[config.mk]
export PLATFORM = sky130hd
export DESIGN_NAME = stm_segment_scheduler_flat
export DESIGN_NICKNAME = d
export VERILOG_FILES = /design/src/rtl/stm_segment_scheduler_if.sv /design/src/rtl/stm_segment_scheduler.sv /design/src/flat_wrapper.sv
export SDC_FILE = /design/constraint.sdc
export NUM_CORES = 1
export LEC_CHECK = 0
export ABC_CLOCK_PERIOD_IN_PS = 6200
export BUFFER_PORTS_ARGS = -buffer_cell sky130_fd_sc_hd__buf_2
export CELL_PAD_IN_SITES_DETAIL_PLACEMENT = 1
export CELL_PAD_IN_SITES_GLOBAL_PLACEMENT = 1
export CORE_MARGIN = 3
export CORE_UTILIZATION = 38
export CTS_BUF_LIST = sky130_fd_sc_hd__clkbuf_16
export CTS_CLUSTER_DIAMETER = 150
export CTS_CLUSTER_SIZE = 28
export DETAILED_ROUTE_END_ITERATION = 8
export GPL_TIMING_DRIVEN = 0
export PLACE_DENSITY_LB_ADDON = 0.08
export SYNTH_ARGS = -nofsm -noshare
export SYNTH_HDL_FRONTEND = slang
export SYNTH_SLANG_ARGS = --single-unit
[constraint.sdc]
create_clock -name CLK -period 6.2 [get_ports CLK]
set_input_delay 0.62 -clock CLK [delete_from_list [all_inputs] [get_ports CLK]]
set_output_delay 0.62 -clock CLK [all_outputs]
set_load 0.01 [all_outputs]
[src/rtl/stm_segment_scheduler_if.sv]
// -----------------------------------------------------------------------------
// stm_segment_scheduler_if
// Bundles the settings inputs and the index/segment outputs of the STM segment
// scheduler.
//   master : settings register block / update source (drives strobes and settings)
//   slave  : the scheduler itself
// Signals:
//   UPDATE, UPDATE_SETTINGS        one-cycle strobes
//   REQ_RD_SEGMENT, REP, TRANSITION_MODE, CYCLE_0/1, FREQ_DIV_0/1  settings
//   IDX, SEGMENT, IDX_VALID, STOPPED                               scheduler outputs
// -----------------------------------------------------------------------------
interface stm_segment_scheduler_if #(
    parameter int IDX_W = 16,
    parameter int DIV_W = 32
);
    logic             UPDATE;
    logic             UPDATE_SETTINGS;
    logic             REQ_RD_SEGMENT;
    logic [31:0]      REP;
    logic             TRANSITION_MODE;
    logic [IDX_W-1:0] CYCLE_0;
    logic [IDX_W-1:0] CYCLE_1;
    logic [DIV_W-1:0] FREQ_DIV_0;
    logic [DIV_W-1:0] FREQ_DIV_1;
    logic [IDX_W-1:0] IDX;
    logic             SEGMENT;
    logic             IDX_VALID;
    logic             STOPPED;

    modport master (
        output UPDATE, UPDATE_SETTINGS, REQ_RD_SEGMENT, REP, TRANSITION_MODE,
               CYCLE_0, CYCLE_1, FREQ_DIV_0, FREQ_DIV_1,
        input  IDX, SEGMENT, IDX_VALID, STOPPED
    );

    modport slave (
        input  UPDATE, UPDATE_SETTINGS, REQ_RD_SEGMENT, REP, TRANSITION_MODE,
               CYCLE_0, CYCLE_1, FREQ_DIV_0, FREQ_DIV_1,
        output IDX, SEGMENT, IDX_VALID, STOPPED
    );
endinterface

[src/rtl/stm_segment_scheduler.sv]
// -----------------------------------------------------------------------------
// stm_segment_scheduler
// Decides which segment (0/1) and which sample index the STM datapath renders on
// each UPDATE strobe. Settings are captured into shadow registers on
// UPDATE_SETTINGS and applied at a switch, either on the next UPDATE
// (TRANSITION_MODE=0) or when the running segment wraps (TRANSITION_MODE=1).
// Each sample lasts FREQ_DIV UPDATEs, the index wraps at CYCLE, and a finite
// REP stops playback after REP+1 full cycles with IDX held at CYCLE.
//
// Ports:
//   CLK     system clock
//   RST_N   synchronous active-low reset
//   bus     stm_segment_scheduler_if.slave (strobes, settings, IDX/SEGMENT/
//           IDX_VALID/STOPPED)
//   DEBUG_LOOP_CNT, DEBUG_STATE  only when STM_SCHED_DEBUG_EN is defined
//
// Optional feature macro: STM_SCHED_DEBUG_EN
//   Adds DEBUG_LOOP_CNT[31:0] (live loop counter) and DEBUG_STATE[1:0]
//   (IDLE=0, RUN=1, WAIT_BOUNDARY=2, STOP=3).
// -----------------------------------------------------------------------------
module stm_segment_scheduler #(
    parameter int IDX_W = 16,
    parameter int DIV_W = 32
) (
    input  logic                    CLK,
    input  logic                    RST_N,
    stm_segment_scheduler_if.slave  bus
`ifdef STM_SCHED_DEBUG_EN
    ,
    output logic [31:0]             DEBUG_LOOP_CNT,
    output logic [1:0]              DEBUG_STATE
`endif
);

    typedef enum logic [1:0] {
        S_IDLE = 2'd0,
        S_RUN  = 2'd1,
        S_WAIT = 2'd2,
        S_STOP = 2'd3
    } state_t;

    localparam logic [31:0]      REP_INF = 32'hFFFF_FFFF;
    localparam logic [31:0]      LOOP_MAX = 32'hFFFF_FFFF;
    localparam logic [DIV_W-1:0] DIV_ONE = DIV_W'(1);
    localparam logic [IDX_W-1:0] IDX_ONE = IDX_W'(1);

    // A divider of 0 behaves exactly like 1.
    function automatic logic [DIV_W-1:0] eff_div(input logic [DIV_W-1:0] d);
        return (d == '0) ? DIV_ONE : d;
    endfunction

    state_t           state_q;
    logic [IDX_W-1:0] idx_q, cyc_q;
    logic [DIV_W-1:0] div_cnt_q, fdiv_q;
    logic [31:0]      loop_cnt_q, rep_q;
    logic             seg_q, vld_q, stopped_q;

    // Shadow copy of the most recent request
    logic             pend_q, sh_seg_q, sh_mode_q;
    logic [31:0]      sh_rep_q;
    logic [IDX_W-1:0] sh_cyc0_q, sh_cyc1_q;
    logic [DIV_W-1:0] sh_fdiv0_q, sh_fdiv1_q;

    logic             tick_d, wrap_d, stop_hit_d, sw_d;
    logic [DIV_W-1:0] div_cnt_d;
    logic [IDX_W-1:0] idx_d;
    logic [31:0]      loop_cnt_d;

    // Advance arithmetic for one UPDATE in RUN/WAIT_BOUNDARY.
    always_comb begin
        tick_d     = (div_cnt_q == (fdiv_q - DIV_ONE));
        wrap_d     = tick_d && (idx_q == cyc_q);
        div_cnt_d  = tick_d ? '0 : (div_cnt_q + DIV_ONE);
        idx_d      = idx_q;
        if (tick_d) begin
            idx_d = wrap_d ? '0 : (idx_q + IDX_ONE);
        end
        // Saturate so infinite playback never wraps the loop counter.
        loop_cnt_d = (wrap_d && (loop_cnt_q != LOOP_MAX)) ? (loop_cnt_q + 32'd1) : loop_cnt_q;
        // This wrap completes loop number REP+1.
        stop_hit_d = wrap_d && (rep_q != REP_INF) && (loop_cnt_q == rep_q);
        // IDLE and STOP switch on any pending request; RUN/WAIT honour the mode,
        // and a boundary switch takes precedence over stopping on that wrap.
        sw_d = bus.UPDATE && pend_q &&
               ((state_q == S_IDLE) || (state_q == S_STOP) || !sh_mode_q || wrap_d);
    end

    always_ff @(posedge CLK) begin
        if (!RST_N) begin
            state_q    <= S_IDLE;
            idx_q      <= '0;
            cyc_q      <= '0;
            div_cnt_q  <= '0;
            fdiv_q     <= '0;
            loop_cnt_q <= '0;
            rep_q      <= '0;
            seg_q      <= 1'b0;
            vld_q      <= 1'b0;
            stopped_q  <= 1'b0;
            pend_q     <= 1'b0;
            sh_seg_q   <= 1'b0;
            sh_mode_q  <= 1'b0;
            sh_rep_q   <= '0;
            sh_cyc0_q  <= '0;
            sh_cyc1_q  <= '0;
            sh_fdiv0_q <= '0;
            sh_fdiv1_q <= '0;
        end else begin
            vld_q <= bus.UPDATE && ((state_q != S_IDLE) || pend_q);

            if (sw_d) begin
                state_q    <= S_RUN;
                seg_q      <= sh_seg_q;
                idx_q      <= '0;
                div_cnt_q  <= '0;
                loop_cnt_q <= '0;
                rep_q      <= sh_rep_q;
                cyc_q      <= sh_seg_q ? sh_cyc1_q : sh_cyc0_q;
                fdiv_q     <= eff_div(sh_seg_q ? sh_fdiv1_q : sh_fdiv0_q);
                stopped_q  <= 1'b0;
            end else if (bus.UPDATE && ((state_q == S_RUN) || (state_q == S_WAIT))) begin
                div_cnt_q  <= div_cnt_d;
                loop_cnt_q <= loop_cnt_d;
                if (stop_hit_d) begin
                    // IDX stays at CYCLE while stopped.
                    state_q   <= S_STOP;
                    stopped_q <= 1'b1;
                end else begin
                    idx_q   <= idx_d;
                    // Only a boundary-mode request can survive an UPDATE unapplied.
                    state_q <= pend_q ? S_WAIT : S_RUN;
                end
            end

            // A request arriving with an UPDATE is seen from the next UPDATE on.
            if (bus.UPDATE_SETTINGS) begin
                pend_q     <= 1'b1;
                sh_seg_q   <= bus.REQ_RD_SEGMENT;
                sh_mode_q  <= bus.TRANSITION_MODE;
                sh_rep_q   <= bus.REP;
                sh_cyc0_q  <= bus.CYCLE_0;
                sh_cyc1_q  <= bus.CYCLE_1;
                sh_fdiv0_q <= bus.FREQ_DIV_0;
                sh_fdiv1_q <= bus.FREQ_DIV_1;
            end else if (sw_d) begin
                pend_q <= 1'b0;
            end
        end
    end

    assign bus.IDX       = idx_q;
    assign bus.SEGMENT   = seg_q;
    assign bus.IDX_VALID = vld_q;
    assign bus.STOPPED   = stopped_q;

`ifdef STM_SCHED_DEBUG_EN
    assign DEBUG_LOOP_CNT = loop_cnt_q;
    assign DEBUG_STATE    = state_q;
`endif

endmodule

[src/flat_wrapper.sv]
// flat-port wrapper written by rule: the top's interface ports become plain ports
module stm_segment_scheduler_flat 
#(
    parameter int IDX_W = 16,
    parameter int DIV_W = 32
)
  (CLK, RST_N, bus_UPDATE, bus_UPDATE_SETTINGS, bus_REQ_RD_SEGMENT, bus_REP, bus_TRANSITION_MODE, bus_CYCLE_0, bus_CYCLE_1, bus_FREQ_DIV_0, bus_FREQ_DIV_1, bus_IDX, bus_SEGMENT, bus_IDX_VALID, bus_STOPPED);
  stm_segment_scheduler_if #(.IDX_W(IDX_W), .DIV_W(DIV_W)) bus_i ();
  input  logic CLK;
  input  logic RST_N;
  input wire logic [$bits(bus_i.UPDATE)-1:0] bus_UPDATE;
  input wire logic [$bits(bus_i.UPDATE_SETTINGS)-1:0] bus_UPDATE_SETTINGS;
  input wire logic [$bits(bus_i.REQ_RD_SEGMENT)-1:0] bus_REQ_RD_SEGMENT;
  input wire logic [$bits(bus_i.REP)-1:0] bus_REP;
  input wire logic [$bits(bus_i.TRANSITION_MODE)-1:0] bus_TRANSITION_MODE;
  input wire logic [$bits(bus_i.CYCLE_0)-1:0] bus_CYCLE_0;
  input wire logic [$bits(bus_i.CYCLE_1)-1:0] bus_CYCLE_1;
  input wire logic [$bits(bus_i.FREQ_DIV_0)-1:0] bus_FREQ_DIV_0;
  input wire logic [$bits(bus_i.FREQ_DIV_1)-1:0] bus_FREQ_DIV_1;
  output wire logic [$bits(bus_i.IDX)-1:0] bus_IDX;
  output wire logic [$bits(bus_i.SEGMENT)-1:0] bus_SEGMENT;
  output wire logic [$bits(bus_i.IDX_VALID)-1:0] bus_IDX_VALID;
  output wire logic [$bits(bus_i.STOPPED)-1:0] bus_STOPPED;
  assign bus_i.UPDATE = bus_UPDATE;
  assign bus_i.UPDATE_SETTINGS = bus_UPDATE_SETTINGS;
  assign bus_i.REQ_RD_SEGMENT = bus_REQ_RD_SEGMENT;
  assign bus_i.REP = bus_REP;
  assign bus_i.TRANSITION_MODE = bus_TRANSITION_MODE;
  assign bus_i.CYCLE_0 = bus_CYCLE_0;
  assign bus_i.CYCLE_1 = bus_CYCLE_1;
  assign bus_i.FREQ_DIV_0 = bus_FREQ_DIV_0;
  assign bus_i.FREQ_DIV_1 = bus_FREQ_DIV_1;
  assign bus_IDX = bus_i.IDX;
  assign bus_SEGMENT = bus_i.SEGMENT;
  assign bus_IDX_VALID = bus_i.IDX_VALID;
  assign bus_STOPPED = bus_i.STOPPED;
  stm_segment_scheduler #(.IDX_W(IDX_W), .DIV_W(DIV_W)) u_core (.CLK(CLK), .RST_N(RST_N), .bus(bus_i));
endmodule
==> summary by stage, run 1 <==
Status
The run finished with clean final reports.

Yosys
The fraction of the mapped netlist area in simple logic gates is 0.2070. The dominant synthesized flop cell is dfxtp_1. The post-synthesis cell type count is 62. The gate count after technology mapping is between 1,500 and 2,000.

The number of storage elements in the synthesis netlist is 296. The share of synthesized area in the top cell type comes to 0.4239. Dividing the synthesized area by the synthesized cell count gives 8.955 um^2. The main combinational cell family by area after synthesis is simple AND/OR/NAND/NOR gates. Yosys attributes the largest share of cell area to dfxtp_1 42%, mux2i_1 15%, nor2_1 5.9%. The share of the Yosys chip area taken by registers is 0.4239.

Of the total synthesized cell area, the portion taken by XOR and XNOR cells is 0.08020. The compound-cell area share of the yosys netlist is 0.09774. The number of warnings issued by yosys is 0. The biggest area consumer among synthesized cells is dfxtp_1. After synthesis, the share of cell area in mux cells is 0.1504. The mapped netlist covers 0.01398 mm^2. The post-synthesis async set-or-reset flop share is 0. The share of synthesized cell area in full adder, half adder and majority cells is 0.004475. Counting flops with a built-in enable in the synthesized netlist gives 0. The number of nets in the synthesized netlist is 1,700.

GRT
The global-route wire length before repair is 68.22 mm. The total congestion overflow after global routing is 0. The number of antenna violations at the first check in global routing came to 1. For this run, the total global-route usage over all layers was measured as 0.2175. The via count of the first global-routing pass came to ~12,000. Entering global routing, the biggest net connects 29 pins.

Job
Across the run, the number of max-cap violations was 0.

Power
The total power density per cell area is between 200 and 250 mW/mm^2. The largest voltage drop on the vdd net is 0.0001991 V. The total power is 3.684 mW.

Summed over all cells, the static leakage comes to 6.160 nW.

Route
The remaining number of nets flagged by the antenna check after routing is 0. The number of search-and-repair iterations in the first detailed-routing pass is 4. The routed via count divided by cell count is 5.383.

The number of remaining DRC errors is 0. Wires add up to between 40 and 50 mm. The detailed router placed roughly 12,000 vias in this run. The number of DRC markers after the initial detailed-route iteration is 526. The average wire per standard cell is roughly 20 um.

Critical path
The slowest cell on the critical path is nor4_1. Traced cell by cell, the critical path runs through inv_1 -> ha_1 -> nor3b_2 -> nand3_1 -> nor4_1 -> o22ai_1 -> nor4_1 -> and4_1 -> nand3_1 -> clkbuf_1 -> o21bai_1 -> buf_2 -> a21oi_1. The worst path required time is 6.59 ns. The worst setup path is captured at a flop. The peak fanout along the critical path is 10. The startpoint type of the worst setup path is a flop.

The critical path start-end classification is reg -> reg. The arrival time at the worst endpoint is 4.95 ns. On the worst path, the slowest cell contributes a delay of 0.54 ns.

Timing
Setup repair after global routing left no endpoint under its margin. The worst-margin pin slew is about 1.2 ns. Headroom to the max-slew limit came out at 0.1642.

The hold violation count in the final report is 0. The maximum operating frequency is 0.2194 GHz. The clock arrives with approximately 0.021 ns of skew.

Summed over all failing endpoints, the final setup total negative slack is 0 ns. Setup violations remaining at the end of the flow were counted as 0. The final-report max-slew violation count came to 0. The smallest clock period supported by the final layout is computed as about 4.6 ns. The post-route clock period utilization is 0.7353.

Placement
After legalization and detailed placement, the total HPWL measured 34.02 mm. The weighted congestion at the end of routability-driven global placement is about 0.82. The cell area after placement is 0.01531 mm^2.

Port buffering added 150 buffers.

Clock tree
Clock-pin slew was measured on the worst setup and hold paths at about 0.12 ns. After clock tree synthesis, the repair step resized 0 gates. The level count of the clock H-tree is 1. The clock root buffer is clkbuf_16. The clock sink total is ~300. The CTS tree is built. In this run the post-CTS setup repair buffer count came out at 0. For the worst-skew pair, the clock arrives at the later sink with an insertion delay of 0.52 ns.

The maximum root-to-sink buffer count is 3. Hold repair after CTS inserted 0 buffers. The total CTS buffers is 14.

Die
The core region area is approximately 0.036 mm^2. The die is 197.8 um tall. The die covers ~0.039 mm^2. Measured along the x axis, the die boundary spans between 150 and 200 um. The starting utilization of the core area is 0.3892. Pin placement for this block handled ~150 I/O pins. After floorplanning, the core was divided into 69 placement rows.

Min path
The worst min-delay path category is in -> reg.

Cells and area
The net count of the finished layout is 1,866. The cell area after layout is between 0.015 and 0.02 mm^2. The filler cell count is 4,312. In the final layout, the share of cells above drive strength 1 is 0.1245.

The antenna diode instance count is 0. The area added between synthesis and finish is 12.30%.
-- registers in the layout (all words and copies together) (netlist names), 32 cells and up --
name,cells
u_core.sh_fdiv1_q,32
u_core.sh_fdiv0_q,32
u_core.sh_rep_q,32
u_core.loop_cnt_q,32
u_core.fdiv_q,32
u_core.rep_q,32
u_core.div_cnt_q,32
-- layout by cell type (no fill, tap or decap), drive strengths merged, types with 3 or more instances in the layout --
cell      n
a211oi   49
a21oi    94
a31o      3
and2      7
and3     18
and4      8
buf     191
clkbuf   69
dfxtp   296
ha        5
inv      23
mux2i   210
nand2   118
nand2b    7
nand3    38
nand4    40
nor2    218
nor3     16
nor3b     5
nor4     46
o21a      3
o21ai    30
o21ba     4
o22ai     4
o31ai    10
or2       5
or3      28
or4      24
xnor2    56
xor2     72
-- Yosys cell counts (all sizes together) (2+ instances only) --
library cell	number
and2	7
nand2b	7
or3	28
dfxtp	296
a211oi	49
and3	18
nor2	218
nor4	46
o21bai	2
clkbuf	54
buf	41
o31ai	10
a31oi	2
nand4b	2
o21a	3
a21oi	94
a31o	3
ha	5
and4	8
mux2i	210
or4b	2
nand3b	2
a32oi	2
xnor2	56
o21ai	30
nor3b	5
xor2	72
nand2	118
o2111ai	2
or2	5
o21ba	4
o22ai	4
nand3	38
nand4	40
or4	24
inv	23
o211ai	2
nor3	16
-- routing by layer --
| metal | GRT usage | up-vias | part of all wire |
|---|---|---|---|
| li1 | - | 5847 | - |
| met1 | 0.3117 | 5775 | 0.50 |
| met2 | 0.3607 | 134 | 0.46 |
| met3 | 0.02825 | 20 | 0.033 |
| met4 | 0.02883 | 2 | 0.0074 |
| met5 | 0 | - | 0.00030 |
-- kinds of logic (layout without fill, tap and decap cells) --
| logic type | Yosys count | count (layout) |
|---|---|---|
| and+or+nand+nor | 587 | 587 |
| DFF | 296 | 296 |
| AOI/OAI and AO/OA | 217 | 217 |
| muxes | 210 | 210 |
| xor gates and xnor gates | 128 | 128 |
| buffers and inverters | 118 | 284 |
| adders and majority gates | 5 | 5 |
-- worst max-delay path: cells and delay by family (launching register included) --
family / cells / cell delay (ns)
AND/OR/NAND/NOR: 6 / 2.37
buffers and inverters: 3 / 0.74
flip-flops: 1 / 0.37
AO/OA/AOI/OAI: 3 / 0.75
adder cells (fa/ha/maj): 1 / 0.21
-- final timing paths --
kind                            cells past startpoint             endpoint                from  slack, ns
worst max-delay path                               13   u_core.bus.IDX[13]    u_core.fdiv_q[0]       1.64
worst min-delay path                                3  u_core.sh_rep_q[29]         bus_REP[29]       0.34
worst max register to register                     13   u_core.bus.IDX[13]    u_core.fdiv_q[0]       1.64
worst min register to register                      2      u_core.rep_q[8]  u_core.sh_rep_q[8]       0.46
-- layout make-up --
cell class | count | area, um^2 | share of cell area
multi-input cells | 1147 | 7546 | 0.4807
flip-flops and latches | 296 | 5926 | 0.3775
repair buffers | 150 | 750.7 | 0.04782
well taps | 461 | 576.8 | 0.03674
plain buffers | 95 | 420.4 | 0.02678
clock buffers | 15 | 375.4 | 0.02391
inverters | 23 | 86.33 | 0.005500
clock inverters | 1 | 16.27 | 0.001036
-- per-stage QoR --
| step | hold WS (ns) | utilization | instances | setup slack, ns |
|---|---|---|---|---|
| after CTS | 0.3164 | 0.4371 | 2188 | 1.660 |
| final | 0.3410 | 0.4371 | 2188 | 1.641 |
| after global routing | 0.3228 | 0.4371 | 2188 | 1.326 |
| after floorplan | 0.4373 | - | 1561 | 2.903 |
| after global placement | 0.4462 | 0.4262 | 2172 | 1.791 |
| after detailed placement | 0.4615 | 0.4262 | 2172 | 1.669 |
-- power breakdown --
part / switching, mW / internal [mW] / total [mW]
registers: 0.0758 / 1.98 / 2.05
logic: 0.326 / 0.222 / 0.548
clock network: 0.640 / 0.444 / 1.08
total: 1.04 / 2.64 / 3.68
No activity file was read; power rests on OpenSTA's default activity.
==> run 2, diff against run 1 <==
--- a/config.mk
+++ b/config.mk
@@ -5,7 +5,7 @@
 export SDC_FILE = /design/constraint.sdc
 export NUM_CORES = 1
 export LEC_CHECK = 0
-export ABC_CLOCK_PERIOD_IN_PS = 6200
+export ABC_CLOCK_PERIOD_IN_PS = 3900
 export BUFFER_PORTS_ARGS = -buffer_cell sky130_fd_sc_hd__buf_2
 export CELL_PAD_IN_SITES_DETAIL_PLACEMENT = 1
 export CELL_PAD_IN_SITES_GLOBAL_PLACEMENT = 1
==> constraint.sdc (replaced) <==
create_clock -name CLK -period 3.9 [get_ports CLK]
set_input_delay 0.39 -clock CLK [delete_from_list [all_inputs] [get_ports CLK]]
set_output_delay 0.39 -clock CLK [all_outputs]
set_load 0.01 [all_outputs]
==> run 2 against run 1 <==
Effect of this change:
- power is 61% higher
- final area is 2.2% higher
- sequential cell count stayed put
- critical endpoint is now u_core.loop_cnt_q[29]
- critical path type unchanged
- via count is 0.51% higher
==> summary by stage, run 2 (synthesis gave the netlist of run 1 again) <==
Status
The run finished with clean final reports.

Placement
The half-perimeter wire length after placement is 34.02 mm. The weighted congestion at the end of routability-driven global placement is 0.8172. The quantity of I/O buffers inserted on ports is 150. The cell total after placement is 2,172.

Cells and area
The leading cell type in the layout, fill and taps excluded is dfxtp_1. The filler cell count is 4,286. The repair_antennas step left the layout with diodes totalling 0. The area added between synthesis and finish is 14.73%. The share of cells above drive strength 1 is 0.1467. The final layout contains 1,877 nets. Once layout is complete, the cells apart from fillers number roughly 2,200. In the layout the commonest cells are 293 x dfxtp_1, 218 x nor2_1, 208 x mux2i_1, 155 x buf_2, 118 x nand2_1.

Timing
The post-route clock period utilization is 0.9547. Setup violations remaining at the end of the flow were counted as 0. The hold slack is 0.1114 ns.

The minimum period implied by the final worst setup slack is around 3.7 ns. Static timing analysis puts the maximum clock frequency at 0.2686 GHz. Setup repair after global routing could not meet its margin everywhere. The final-report max-slew violation count was 0.

The worst slew margin relative to its limit is 0.3639. The hold violation count in the final report came to 0. The worst-margin pin slew is 0.9542 ns. The worst clock skew is 0.02110 ns.

Die
The area enclosed by the die boundary is 0.03912 mm^2. The count of pins on the block boundary is about 150. The die is 197.8 um tall. The die span in x is 197.8 um. The floorplan step defined a core boundary enclosing 0.03591 mm^2. The floorplan has a little under 70 rows. The starting utilization of the core area is 0.3892.

Critical path
The reg-to-reg critical path endpoint is u_core.loop_cnt_q[29]. The startpoint type of the worst setup path is a flop. The launch instance of the worst register-to-register path is u_core.fdiv_q[8]. The critical path start-end classification is reg -> reg. The arrival time at the worst endpoint is 4.17 ns. The register-to-register path setup slack is roughly 0.18 ns.

The kind of capture point of the worst setup path is a flop. The worst path required time is 4.35 ns. The number of cells on the worst reg-to-reg path is 12. The peak fanout along the critical path is 10.

Route
For this block, the initial DRC count from the detailed router was 418. The average wire per standard cell is 19.83 um. The routed layout has 11,840 vias. The routed via count divided by cell count is 5.383. The count of nets left with antenna violations once routing finished came out at 0.

The pre-antenna-repair detailed-routing pass consisted of 5 iterations. The wire length reported by the detailed router is 43.61 mm. The number of remaining DRC errors is 0.

GRT
The global-route wire length before repair is slightly below 70 mm. The total congestion overflow after global routing is 0. The via count of the first global-routing pass is 12,270. The overall routing resource usage is 0.2185.

The number of antenna violations at the first check in global routing is 1. Entering global routing, the biggest net connects 29 pins.

Clock tree
The CTS tree is built. The clock latency on the worst-skew pair is a little over 0.5 ns. Buffers inserted to repair hold after CTS numbered 0. The longest clock path from root to sink contains 3 buffers. The clock edge transition at the registers on the reported setup and hold paths is 0.12 ns. Buffers inserted during clock tree synthesis total 14. The tree is rooted in a clkbuf_16. The clock sink total is approximately 300. The level count of the clock H-tree is 1.

Min path
The startpoint identified for the worst hold timing path is bus_CYCLE_1[10]. The worst hold path belongs to the class in -> reg. For hold timing, the worst endpoint is u_core.sh_cyc1_q[10]. The worst hold path stage count is 3.

Power
The total power density per cell area is 370.2 mW/mm^2. The standby leakage power is 6.291 nW. VDD sags by at most 0.0003167 V. After layout, the design draws a total of approximately 5.9 mW.

Job
The total of max-cap violations is 0.
-- run 2: worst max-delay path by stage --
stage | from | endpoint | slack [ns] | cells past startpoint
CTS | u_core.fdiv_q[0] | u_core.bus.IDX[13] | 0.001 | 13
global placement | u_core.fdiv_q[0] | u_core.bus.IDX[8] | -0.51 | 13
detailed placement | u_core.fdiv_q[0] | u_core.bus.IDX[13] | -0.63 | 13
floorplan | u_core.fdiv_q[0] | u_core.bus.IDX[10] | 0.60 | 12
finish | u_core.fdiv_q[8] | u_core.loop_cnt_q[29] | 0.18 | 12
global route | u_core.fdiv_q[0] | u_core.rep_q[7] | -0.02 | 16
-- run 2: layout make-up --
type	count	area, um^2	area share
Buffer	95	496.7	0.03097
Clock buffer	15	375.4	0.02340
Clock inverter	1	16.27	0.001014
Inverter	23	86.33	0.005383
Multi-Input combinational cell	1147	7724	0.4816
Sequential cell	296	5929	0.3697
Tap cell	461	576.8	0.03596
Timing Repair Buffer	161	833.3	0.05196
-- run 2: critical path, stage by stage (launching register included) --
cell     delay [ns]
dfxtp_1        0.40
nor4_2         0.56
nand4_1        0.25
buf_4          0.21
nor4_4         0.30
mux2i_2        0.33
buf_4          0.16
nand4_1        0.14
or4_1          0.52
buf_2          0.20
buf_6          0.16
or3_1          0.30
a21oi_1        0.16
-- run 2: layer usage --
metal / global-route usage / vias up / wire length [um]
li1: - / 5861 / -
met1: 0.3126 / 5807 / 21500
met2: 0.3616 / 142 / 20210
met3: 0.02859 / 26 / 1450
met4: 0.03119 / 2 / 440
met5: 0 / - / 13
-- run 2: timing repair --
item / in CTS / in global routing
pin swaps: 3 / 4
hold endpoints to repair: 0 / 0
endpoints found under the setup margin: 165 / 160
gates resized for setup: 20 / 51
setup buffers: 8 / 3
-- run 2: power breakdown --
part / switching, mW / total [mW] / leakage [nW] / internal (mW)
Combinational: 0.548 / 0.955 / 3.68 / 0.407
Clock: 1.01 / 1.72 / 0.192 / 0.705
Sequential: 0.123 / 3.27 / 2.42 / 3.14
-- run 2: per-stage QoR --
step | setup slack (ns) | util | TNS, ns | area [um^2]
final | 0.1768 | 0.4466 | 0 | 16040
after floorplan | 0.6030 | - | 0 | 13980
after detailed placement | -0.6312 | 0.4262 | -73.67 | 15310
after global placement | -0.5091 | 0.4262 | -64.01 | 15310
after global routing | -0.01774 | 0.4466 | -0.05339 | 16040
after CTS | 0.001431 | 0.4411 | 0 | 15840
==> run 3, diff against run 2 <==
--- a/config.mk
+++ b/config.mk
@@ -5,6 +5,7 @@
 export SDC_FILE = /design/constraint.sdc
 export NUM_CORES = 1
 export LEC_CHECK = 0
+export ABC_AREA = 1
 export ABC_CLOCK_PERIOD_IN_PS = 3900
 export BUFFER_PORTS_ARGS = -buffer_cell sky130_fd_sc_hd__buf_2
 export CELL_PAD_IN_SITES_DETAIL_PLACEMENT = 1
==> run 3 against run 2 <==
Effect of this change:
- count of clock-buffer cells in the layout is 1 lower
- non-clock buffer count is the same
- global-route usage rose by 2.8 points
- sequential cell count did not move
- via count rose by 30%
- cell count increased by 36%
- critical path depth is 7 higher
- sequential power about the same
- die area is 11% higher
- utilization is 1.4 points lower
- critical endpoint is now u_core.loop_cnt_q[3]
==> summary by stage, run 3 <==
Route
The wire length reported by the detailed router is 55.31 mm. The routed via count divided by cell count is 5.127. The number of remaining DRC errors is 0. The total number of vias is 15,340.

After detailed routing, the average wire length per cell comes to between 15 and 20 um. The number of DRC markers after the initial detailed-route iteration is 726. The number of search-and-repair iterations in the first detailed-routing pass is 4. The remaining number of nets flagged by the antenna check after routing is 0.

Cells and area
The multi-input combinational cells in the finished layout cover a total of 0.008383 mm^2. The filler cell count is 5,331. The net count of the finished layout is 2,604. The top cell types in the final layout, fill and taps aside, are 488 x nand2_1, 483 x nor2_1, 296 x dfxtp_1, 181 x inv_1, 176 x o21ai_0.

The number of antenna diodes in the final layout is 0. Registers take 0.005926 mm^2. Leaving out fill and tap cells, the most frequent cell in the layout is nand2_1. The final standard cell count with taps included and fillers excluded is ~3,000. Of the cells placed in the final design, the portion with a size suffix greater than 1 is 0.1094. The final cell utilization of the core is 0.4325. The area added between synthesis and finish is 11.60%.

Yosys
The cell area after synthesis is 0.01550 mm^2. For this run, the register share of the synthesized area comes to 0.3822. Summed over all instances, the cell type with the most area after synthesis is dfxtp_1. In the synthesized netlist the dominant register cell turns out to be dfxtp_1.

The synthesized design contains 296 register bits. The post-synthesis async set-or-reset flop share is 0. The portion of synthesized cell area occupied by the leading cell type is 0.3822. The commonest cells after synthesis are 488 x nand2_1, 483 x nor2_1, 296 x dfxtp_1, 180 x inv_1, 176 x o21ai_0. The post-synthesis cell type count is 47. The number of nets in the synthesized netlist is about 2,400.

During synthesis, Yosys emitted a total of 0 warnings. The mean instance size in the synthesized netlist is 6.747 um^2. Yosys attributes the largest share of cell area to dfxtp_1 38%, nand2_1 12%, nor2_1 12%. Synthesis produced a netlist whose cell count is roughly 2,300.

The most common cell in the synthesized netlist is nand2_1. The count of flip-flops with a built-in enable after synthesis is 0.

Power
The internal portion of the total power is 4.274 mW. Power spread over the standard cell area amounts to 365.2 mW/mm^2. The worst-case IR drop observed on VDD is about 0.00024 V. The switching power of the nets is 2.045 mW. The combinational group share of total power is 0.212.

The standby leakage power is 7.340 nW. Of the total power, the share spent switching nets is 0.3237. Of the total power, the clock network draws 0.268. The power share of the sequential group is 0.520.

Timing
The post-route clock period utilization is 0.8487. The worst slew margin relative to its limit is 0.3842. The worst-margin pin slew is roughly 0.92 ns. The hold violation count in the final report is 0. The hold slack is 0.07496 ns. The worst path meets setup with 0.5902 ns of slack. On the final layout, the worst clock skew is about 0.032 ns.

The minimum period implied by the final worst setup slack is 3.310 ns. The maximum operating frequency is 0.3021 GHz. The final-report max-slew violation count is 0. The post-route setup TNS is 0 ns. Setup repair after global routing left no endpoint under its margin. The setup-violating endpoint count in the final report is 0.

GRT
The largest net degree at the start of global routing is 29. The number of antenna violations at the first check in global routing is 1. The total congestion overflow after global routing is 0. The global-route wire length before repair is 86.49 mm.

The via count of the first global-routing pass is 15,780. The overall routing resource usage is 0.2469.

Critical path
Setup slack on the worst reg-to-reg path comes out at 0.59 ns. The worst register-to-register path has a depth of 19. In this run the critical register-to-register path is captured at u_core.loop_cnt_q[3]. The startpoint type of the worst setup path is a flop. The worst path required time is 4.30 ns. The worst setup path is captured at a flop. The peak fanout along the critical path is 10. The signal on the critical path passes through inv_1 -> ha_1 -> nand2_4 -> nor2_8 -> nand3_1 -> nor2_1 -> nand2_1 -> nand2_1 -> nand2_1 -> nor2_1 -> nand2_1 -> nor2_2 -> nand3_2 -> nand2_4 -> nand2_4 -> nand2_2 -> buf_4 -> buf_4 -> a21oi_1. For this run, the slowest stage of the critical path takes 0.33 ns. The slowest cell on the critical path is dfxtp_1. The critical path start-end classification is reg -> reg.

The cell with the most instances on the worst path is nand2_1. In this run the critical register-to-register path is launched from u_core.fdiv_q[0]. The arrival time at the worst endpoint is 3.71 ns.

Job
The total of max-cap violations is 0.

Clock tree
Post-CTS repair changed the size of 0 cells. The clock root buffer is clkbuf_16. The level count of the clock H-tree is 1. The clock edge transition at the registers on the reported setup and hold paths is 0.11 ns.

The total CTS buffers is 14. For this design, the sink count on the clock tree is 296. The number of buffers inserted to repair setup after CTS is 0.

For this design, the CTS-stage hold fixing added 0 buffers. The CTS tree is built. At the later pin of the worst-skew pair, clock insertion delay measures 0.53 ns.

In this run the deepest clock path goes through 3 buffers.

Status
The flow ran to the end, and the final reports show no timing, DRC or antenna violations.

Die
The vertical die dimension is 208.0 um. The area enclosed by the die boundary is 0.04326 mm^2. The core region is about 0.040 mm^2. The count of pins on the block boundary is 153.

The floorplan has 73 rows. From left edge to right edge, the die measures 208.0 um. For this configuration, the core starts out at a cell density of 0.3875.

Min path
The worst min-delay path endpoint is u_core.sh_fdiv1_q[16]. The min-delay analysis places its worst path in the category in -> reg. The launch instance of the worst min-delay path is bus_FREQ_DIV_1[16]. The worst hold path was traced through 3 stages.

Placement
The quantity of I/O buffers inserted on ports is between 150 and 200. The half-perimeter wire length after placement is 45.49 mm. Once placement completed, the tool counted placed cells totaling 2,974. At the placement stage, the worst setup path has a slack of slightly above 0.6 ns.

Routability-driven placement finished with a final weighted congestion of 0.8982.
==> run 3: cell types whose count changed after synthesis, moves of 49 or more <==
cell | previous run | this run
o21ai_0 | 29 | 176
nand2_1 | 118 | 488
nor2_1 | 218 | 483
a211oi_1 | 49 | 0
mux2i_1 | 210 | 28
inv_1 | 22 | 180
==> run 3: layout make-up <==
type                       instances  share of cell area
timing repair buffer             151             0.04368
tap                              525             0.03796
inverter                         189             0.04100
clock inverter                     4            0.002097
multi-input combinational       1708              0.4845
sequential                       296              0.3425
buffer                           105             0.02806
clock buffer                      14             0.02025
==> run 3: power by group through the flow <==
stage	combinational, mW	clock [mW]	sequential (mW)
floorplan	0.909	0	3.31
global placement	1.30	0	3.35
detailed placement	1.34	0	3.35
CTS	1.34	1.75	3.28
global route	1.52	1.84	3.31
finish	1.34	1.69	3.28
==> run 3: cell families after synthesis <==
family / Yosys count / synth area share
flops: 296 / 0.3822
fa+ha+maj: 5 / 0.004035
buf+inv: 294 / 0.07707
xor+xnor: 97 / 0.05480
simple gates: 1272 / 0.3515
mux: 28 / 0.01808
compound gates: 306 / 0.1123
==> run 3: stage by stage <==
stage | power [mW] | cell area [um^2]
after global routing | 6.666 | 17300
after detailed placement | 4.691 | 16920
after floorplan | 4.217 | 15500
final | 6.319 | 17300
after global placement | 4.652 | 16920
after CTS | 6.377 | 17300
==> run 3: worst max path at each step <==
stage,from,to,cells past startpoint
2_1_floorplan,u_core.state_q[0],u_core.div_cnt_q[31],16
3_5_place_dp,u_core.fdiv_q[0],u_core.rep_q[29],18
6_report,u_core.fdiv_q[0],u_core.loop_cnt_q[3],19
5_1_grt,u_core.fdiv_q[0],u_core.rep_q[19],18
4_1_cts,u_core.fdiv_q[0],u_core.rep_q[23],18
3_3_place_gp,u_core.fdiv_q[0],u_core.rep_q[30],18
==> run 3: metal layers <==
| layer | routed length (um) | vias to the layer above | share of wire | GRT usage |
|---|---|---|---|---|
| li1 | - | 7735 | - | - |
| met1 | 27290 | 7340 | 0.49 | 0.3479 |
| met2 | 25240 | 211 | 0.46 | 0.4128 |
| met3 | 1690 | 52 | 0.031 | 0.02578 |
| met4 | 1069 | 2 | 0.019 | 0.04790 |
| met5 | 20 | - | 0.00036 | 0 |
==> run 3: critical path, delay by kind of cell (launching register included) <==
kind / cells / cell delay [ns]
and+or+nand+nor: 14 / 1.89
buffers and inverters: 3 / 0.61
DFF: 1 / 0.33
adders and majority gates: 1 / 0.29
AOI/OAI and AO/OA: 1 / 0.07
